--- src/rtl/flappy_pkg.sv ---
// Shared constants for the flappy obstacle path: playfield defaults, scroller state
// encodings and the LFSR seed/taps.
package flappy_pkg;

    localparam int SCREEN_W_DEF = 640;
    localparam int PIPE_W_DEF   = 52;
    localparam int BIRD_X_DEF   = 320;
    localparam int SPEED_DEF    = 2;
    localparam int GAP_MIN_DEF  = 120;

    typedef enum logic [1:0] {
        ST_IDLE   = 2'd0,
        ST_SCROLL = 2'd1,
        ST_FROZEN = 2'd2
    } scroll_state_t;

    // x^8+x^6+x^5+x^4+1 maps onto register bits 7,5,4,3
    localparam logic [7:0] LFSR_SEED = 8'hA5;
    localparam logic [7:0] LFSR_TAPS = 8'hB8;

    function automatic logic [7:0] lfsr_next(input logic [7:0] q);
        return {q[6:0], ^(q & LFSR_TAPS)};
    endfunction

endpackage

--- src/rtl/flappy_lfsr8.sv ---
// Free-running 8-bit Fibonacci LFSR used to pick the gap height of each new pipe.
module flappy_lfsr8
    import flappy_pkg::*;
(
    input  logic       Clk,
    input  logic       reset,
    output logic [7:0] q
);

    always_ff @(posedge Clk or posedge reset) begin
        if (reset) begin
            q <= LFSR_SEED;
        end else begin
            q <= lfsr_next(q);
        end
    end

endmodule

--- src/rtl/obstacle_scroller.sv ---
// Scrolls one pipe leftward per frame tick, respawns it with a random gap and counts passes.
// Optional build macro OBSTACLE_SPEEDUP_EN makes the scroll step grow with the score.
module obstacle_scroller
    import flappy_pkg::*;
#(
    parameter int SCREEN_W = SCREEN_W_DEF,
    parameter int PIPE_W   = PIPE_W_DEF,
    parameter int BIRD_X   = BIRD_X_DEF,
    parameter int SPEED    = SPEED_DEF,
    parameter int GAP_MIN  = GAP_MIN_DEF
) (
    input  logic       Clk,
    input  logic       reset,
    input  logic       Start,
    input  logic       Frame_Tick,
    input  logic       Lose,
    input  logic       Ack,
    output logic [9:0] X_Edge,
    output logic [9:0] Y_Edge,
    output logic [7:0] Score,
    output logic       New_Pipe,
    output logic       Q_Idle,
    output logic       Q_Scroll,
    output logic       Q_Frozen
);

    localparam logic [9:0]  SCREEN_X  = 10'(SCREEN_W);
    localparam logic [9:0]  GAP_BASE  = 10'(GAP_MIN);
    localparam logic [10:0] PIPE_W_11 = 11'(PIPE_W);
    localparam logic [10:0] BIRD_X_11 = 11'(BIRD_X);

    scroll_state_t state, state_nxt;
    logic [7:0] lfsr_q;
    logic [9:0] x_nxt, y_nxt, spawn_y;
    logic [7:0] score_nxt;
    logic       passed_q, passed_nxt, new_pipe_nxt;
    logic [3:0] step;
    logic       pass_hit, wrap_hit;

    flappy_lfsr8 u_lfsr (
        .Clk   (Clk),
        .reset (reset),
        .q     (lfsr_q)
    );

    assign spawn_y = GAP_BASE + {3'b000, lfsr_q[6:0]};

`ifdef OBSTACLE_SPEEDUP_EN
    logic [5:0] step_raw;
    assign step_raw = 6'(SPEED) + {1'b0, Score[7:3]};
    assign step     = (step_raw > 6'd15) ? 4'd15 : step_raw[3:0];
`else
    assign step = 4'(SPEED);
`endif

    // Pass test uses the pre-update X in 11 bits so X_Edge+PIPE_W cannot wrap
    assign pass_hit = ({1'b0, X_Edge} + PIPE_W_11) < BIRD_X_11;
    assign wrap_hit = X_Edge < {6'd0, step};

    always_ff @(posedge Clk or posedge reset) begin
        if (reset) begin
            state <= ST_IDLE;
        end else begin
            state <= state_nxt;
        end
    end

    always_comb begin
        state_nxt    = state;
        x_nxt        = X_Edge;
        y_nxt        = Y_Edge;
        score_nxt    = Score;
        passed_nxt   = passed_q;
        new_pipe_nxt = 1'b0;
        case (state)
            ST_IDLE: begin
                if (Start) begin
                    state_nxt    = ST_SCROLL;
                    score_nxt    = 8'd0;
                    x_nxt        = SCREEN_X;
                    y_nxt        = spawn_y;
                    passed_nxt   = 1'b0;
                    new_pipe_nxt = 1'b1;
                end
            end
            ST_SCROLL: begin
                // Lose wins over the tick so the frozen frame shows the colliding position
                if (Lose) begin
                    state_nxt = ST_FROZEN;
                end else if (Frame_Tick) begin
                    if (!passed_q && pass_hit) begin
                        passed_nxt = 1'b1;
                        if (Score != 8'hFF) begin
                            score_nxt = Score + 8'd1;
                        end
                    end
                    if (wrap_hit) begin
                        x_nxt        = SCREEN_X;
                        y_nxt        = spawn_y;
                        passed_nxt   = 1'b0;
                        new_pipe_nxt = 1'b1;
                    end else begin
                        x_nxt = X_Edge - {6'd0, step};
                    end
                end
            end
            ST_FROZEN: begin
                if (Ack) begin
                    state_nxt = ST_IDLE;
                    x_nxt     = SCREEN_X;
                end
            end
            default: state_nxt = ST_IDLE;
        endcase
    end

    always_ff @(posedge Clk or posedge reset) begin
        if (reset) begin
            X_Edge   <= SCREEN_X;
            Y_Edge   <= GAP_BASE;
            Score    <= 8'd0;
            passed_q <= 1'b0;
            New_Pipe <= 1'b0;
        end else begin
            X_Edge   <= x_nxt;
            Y_Edge   <= y_nxt;
            Score    <= score_nxt;
            passed_q <= passed_nxt;
            New_Pipe <= new_pipe_nxt;
        end
    end

    assign Q_Idle   = (state == ST_IDLE);
    assign Q_Scroll = (state == ST_SCROLL);
    assign Q_Frozen = (state == ST_FROZEN);

endmodule
--- config.mk ---
export PLATFORM = sky130hd
export DESIGN_NAME = obstacle_scroller
export DESIGN_NICKNAME = d
export VERILOG_FILES = /design/src/rtl/flappy_pkg.sv /design/src/rtl/flappy_lfsr8.sv /design/src/rtl/obstacle_scroller.sv
export SDC_FILE = /design/constraint.sdc
export NUM_CORES = 1
export LEC_CHECK = 0
export CAP_MARGIN = 20
export CORE_MARGIN = 2
export CORE_UTILIZATION = 44
export CTS_CLUSTER_DIAMETER = 120
export DETAILED_ROUTE_END_ITERATION = 8
export GPL_ROUTABILITY_DRIVEN = 0
export GPL_TIMING_DRIVEN = 0
export PLACE_DENSITY_LB_ADDON = 0.15
export SYNTH_ARGS = -nofsm -noshare
export SYNTH_HDL_FRONTEND = slang
export SYNTH_SLANG_ARGS = --single-unit
--- constraint.sdc ---
create_clock -name Clk -period 2.5 [get_ports Clk]
set_clock_uncertainty 0.05 [all_clocks]
set_input_delay 0.5 -clock Clk [delete_from_list [all_inputs] [get_ports Clk]]
set_output_delay 0.5 -clock Clk [all_outputs]
set_load 0.01 [all_outputs]
==> key figures, run 1 <==
Worst setup path
  • Worst path required time: 1.95 ns
  • WP buf/inv: 2
  • Critical path's top delay family: buffers and inverters
  • Slowest stage delay, CP: 0.56 ns
  • Critical path's slowest cell: clkdlybuf4s50_1
  • Critical Path Source: state[1]
  • Crit path launch type: flip-flop
  • CP max FO: 6
  • Critical path data arrival time: 1.74 ns
  • Reg-to-reg critical path startpoint: Score[1]
  • CP cell instances: nand2b_1, inv_1, clkdlybuf4s50_1
  • R2r setup slk: 0.45 ns
  • Setup crit end kind: output pin
  • CP Class: flip-flop to output pin

Global routing
  • Vias in the first global route: 1298
  • Largest net degree at the start of global routing: 23
  • Remaining Overflow, GRT: 0
  • GRT Total Usage: 17.56%
  • Initial antenna violation count: 0
  • First-pass GRT wire length: 5.982 mm

Place
  • DP Area: 2243 µm²
  • DP HPWL: 2.652 mm
  • Placed insts: 261
  • PortBufs: 34

Clocking
  • TritonCTS clock tree: yes
  • H-tree level count: 2
  • Num CTS Buffers: 5
  • # Post-CTS Setup Buffers: 0
  • Post-CTS Resized: 0
  • CTS Hold Bufs: 0
  • Root Buffer Master: clkbuf_8
  • Clock Sinks: 37
  • Clock transition at the registers of the reported paths: 0.07 ns
  • Clock Latency Late Sink: 0.29 ns
  • Longest Clk Path Bufs: 2

Flow run
  • Maxcap violations: 0

Synthesis
  • Post-synthesis cell area: 1805 µm²
  • Flops & latches, synth: 37
  • Synth cell types: 47
  • Post-synth EDFFs: 0
  • Register area share after synthesis: 51.98%
  • Gate Count Post-Synth: 174
  • YS warnings: 0
  • Top_reg_cell synth: dfrtp_1
  • Share of flip-flops with an asynchronous set or reset: 100.0%
  • Syn avg cell area: 10.38 µm²

Power
  • Pwr dens: 1005 nW/µm²
  • Power Total: 2.375 mW
  • Leakage: 1.048 nW
  • VDD IR-drop max: 824.9 µV

Floorplanning
  • Die area: 4631 µm²
  • Row cnt: 23
  • Die width: 68.06 µm
  • Io pins: 38
  • Vert. Die Dim: 68.06 µm
  • CORE AREA: 3971 µm²
  • Initial Util: 45.46%

Timing
  • Hold Worst Slack: 0.3364 ns
  • Fmax: 437.3 MHz
  • Setup TNS: 0 ns
  • Setup-failing EPs final: 0
  • Final hold vios: 0
  • Final Max Slew Viols: 0
  • Unrepaired setup endpoints after global routing: false
  • Max-Slew Margin vs Limit: 51.22%
  • Worst-Margin Slew: 0.7309 ns
  • Clock period minus worst slack: 2.287 ns
  • Fin crit share: 91.47%

Finish
  • Antenna diodes: 0
  • Share of layout cells above drive strength 1: 16.89%
  • Design area: 2364 µm²
  • FILL cells: 337
  • Synth-to-Final Area Change: 30.91%
  • NumNets Final: 229
  • Post-Layout Cell Count: 269

Detailed routing
  • Final wirelength: 3.618 mm
  • Vias per cell: 5.067
  • Detail Route Antenna Nets: 0
  • First-pass DRT Iterations: 4
  • Drt drc: 0
  • Initial DRC count: 102
  • DR vias: 1363
  • WL/cell: 13.45 µm

Outcome
  • Outcome: finished, final reports clean

Worst hold path
  • HP Start: u_lfsr.q[4]
  • HP Class: flip-flop to flip-flop
-- path summary, 6_finish.rpt --
path,to,cells after the start
max in group asynchronous,Y_Edge[5],3
setup / recovery,Q_Scroll,3
hold / removal,u_lfsr.q[5],0
hold reg to reg,u_lfsr.q[5],0
min in group asynchronous,X_Edge[4],2
setup reg to reg,Score[4],7
-- cell families after synthesis --
kind of cell | synth area share (%)
AO/OA/AOI/OAI | 11.85
XOR/XNOR | 4.851
adder cells (fa/ha/maj) | 3.465
buffers and inverters | 5.128
flip-flops | 51.98
multiplexers | 3.534
other | 0.2077
AND/OR/NAND/NOR | 18.99
-- flip-flops by register name, summed over array words and instances (netlist names) --
signal    count
New_Pipe      1
Score         8
X_Edge        9
Y_Edge        8
passed_q      1
state         2
u_lfsr.q      8
-- synth_stat cells (2+ instances only) --
library cell | number | area, µm²
buf_2 | 2 | 10.01
a31o_2 | 3 | 26.28
nor3_1 | 5 | 25.02
nand2_1 | 20 | 75.07
nand2b_1 | 5 | 31.28
nor3b_1 | 3 | 22.52
mux2i_1 | 3 | 30.03
o21ai_1 | 4 | 20.02
mux2_2 | 3 | 33.78
or4_1 | 3 | 22.52
xnor2_1 | 9 | 78.83
dfrtp_1 | 27 | 675.7
nor2_1 | 14 | 52.55
clkbuf_1 | 2 | 7.510
nand3_1 | 3 | 15.01
o21ai_0 | 8 | 40.04
a21oi_1 | 5 | 25.02
ha_1 | 5 | 62.56
inv_1 | 11 | 41.29
buf_4 | 3 | 22.52
dfstp_2 | 10 | 262.8
-- where the power goes --
| part | internal [mW] | total, mW | switching [mW] |
|---|---|---|---|
| Sequential | 0.753 | 0.889 | 0.136 |
| Clock | 0.324 | 0.542 | 0.217 |
| Combinational | 0.475 | 0.944 | 0.469 |
-- layout by cell type (no fill, tap or decap), types with 3 or more instances in the layout --
master and instances:
dfstp_2 10, a31o_2 3, nand2b_1 5, o21ai_0 8, dfrtp_1 27, a21oi_1 5, nor3_1 5, mux2_2 3
clkdlybuf4s50_1 34, buf_4 3, ha_1 5, conb_1 3, clkbuf_8 6, nand2_1 20, nor2_1 14, nor3b_1 3
or4_1 3, xnor2_1 9, o21ai_1 4, nand3_1 3, inv_1 11, mux2i_1 3
-- layout make-up --
type	instances	area (µm²)	share of cell area, %
buffer	8	51.30	2.170
clock buffer	6	82.58	3.494
clock inverter	2	37.54	1.588
inverter	11	41.29	1.747
multi-input combinational	120	782.0	33.09
sequential	37	938.4	39.70
tap	50	62.56	2.647
timing repair buffer	35	367.9	15.56
-- per-stage QoR --
step	setup slack, ns	utilization, %
after floorplan	0.5830	-
after global placement	0.2300	55.80
after detailed placement	0.1922	56.49
after CTS	0.2066	59.51
after global routing	0.1688	59.51
final	0.2133	59.51
-- per-layer routing --
metal	GRT usage, %	vias to the layer above	share of wire, %
met3	4.934	6	3.3
li1	-	681	-
met2	26.82	29	47
met5	0	-	0
met4	7.000	0	1.5
met1	23.53	647	48
No activity file was read; power rests on OpenSTA's default activity.
==> run 2: changes to the inputs <==
Settings changed: TNS_END_PERCENT from default to 20.
==> results of run 2 <==
Final layout, timing and power as in run 1 (identical DEF).
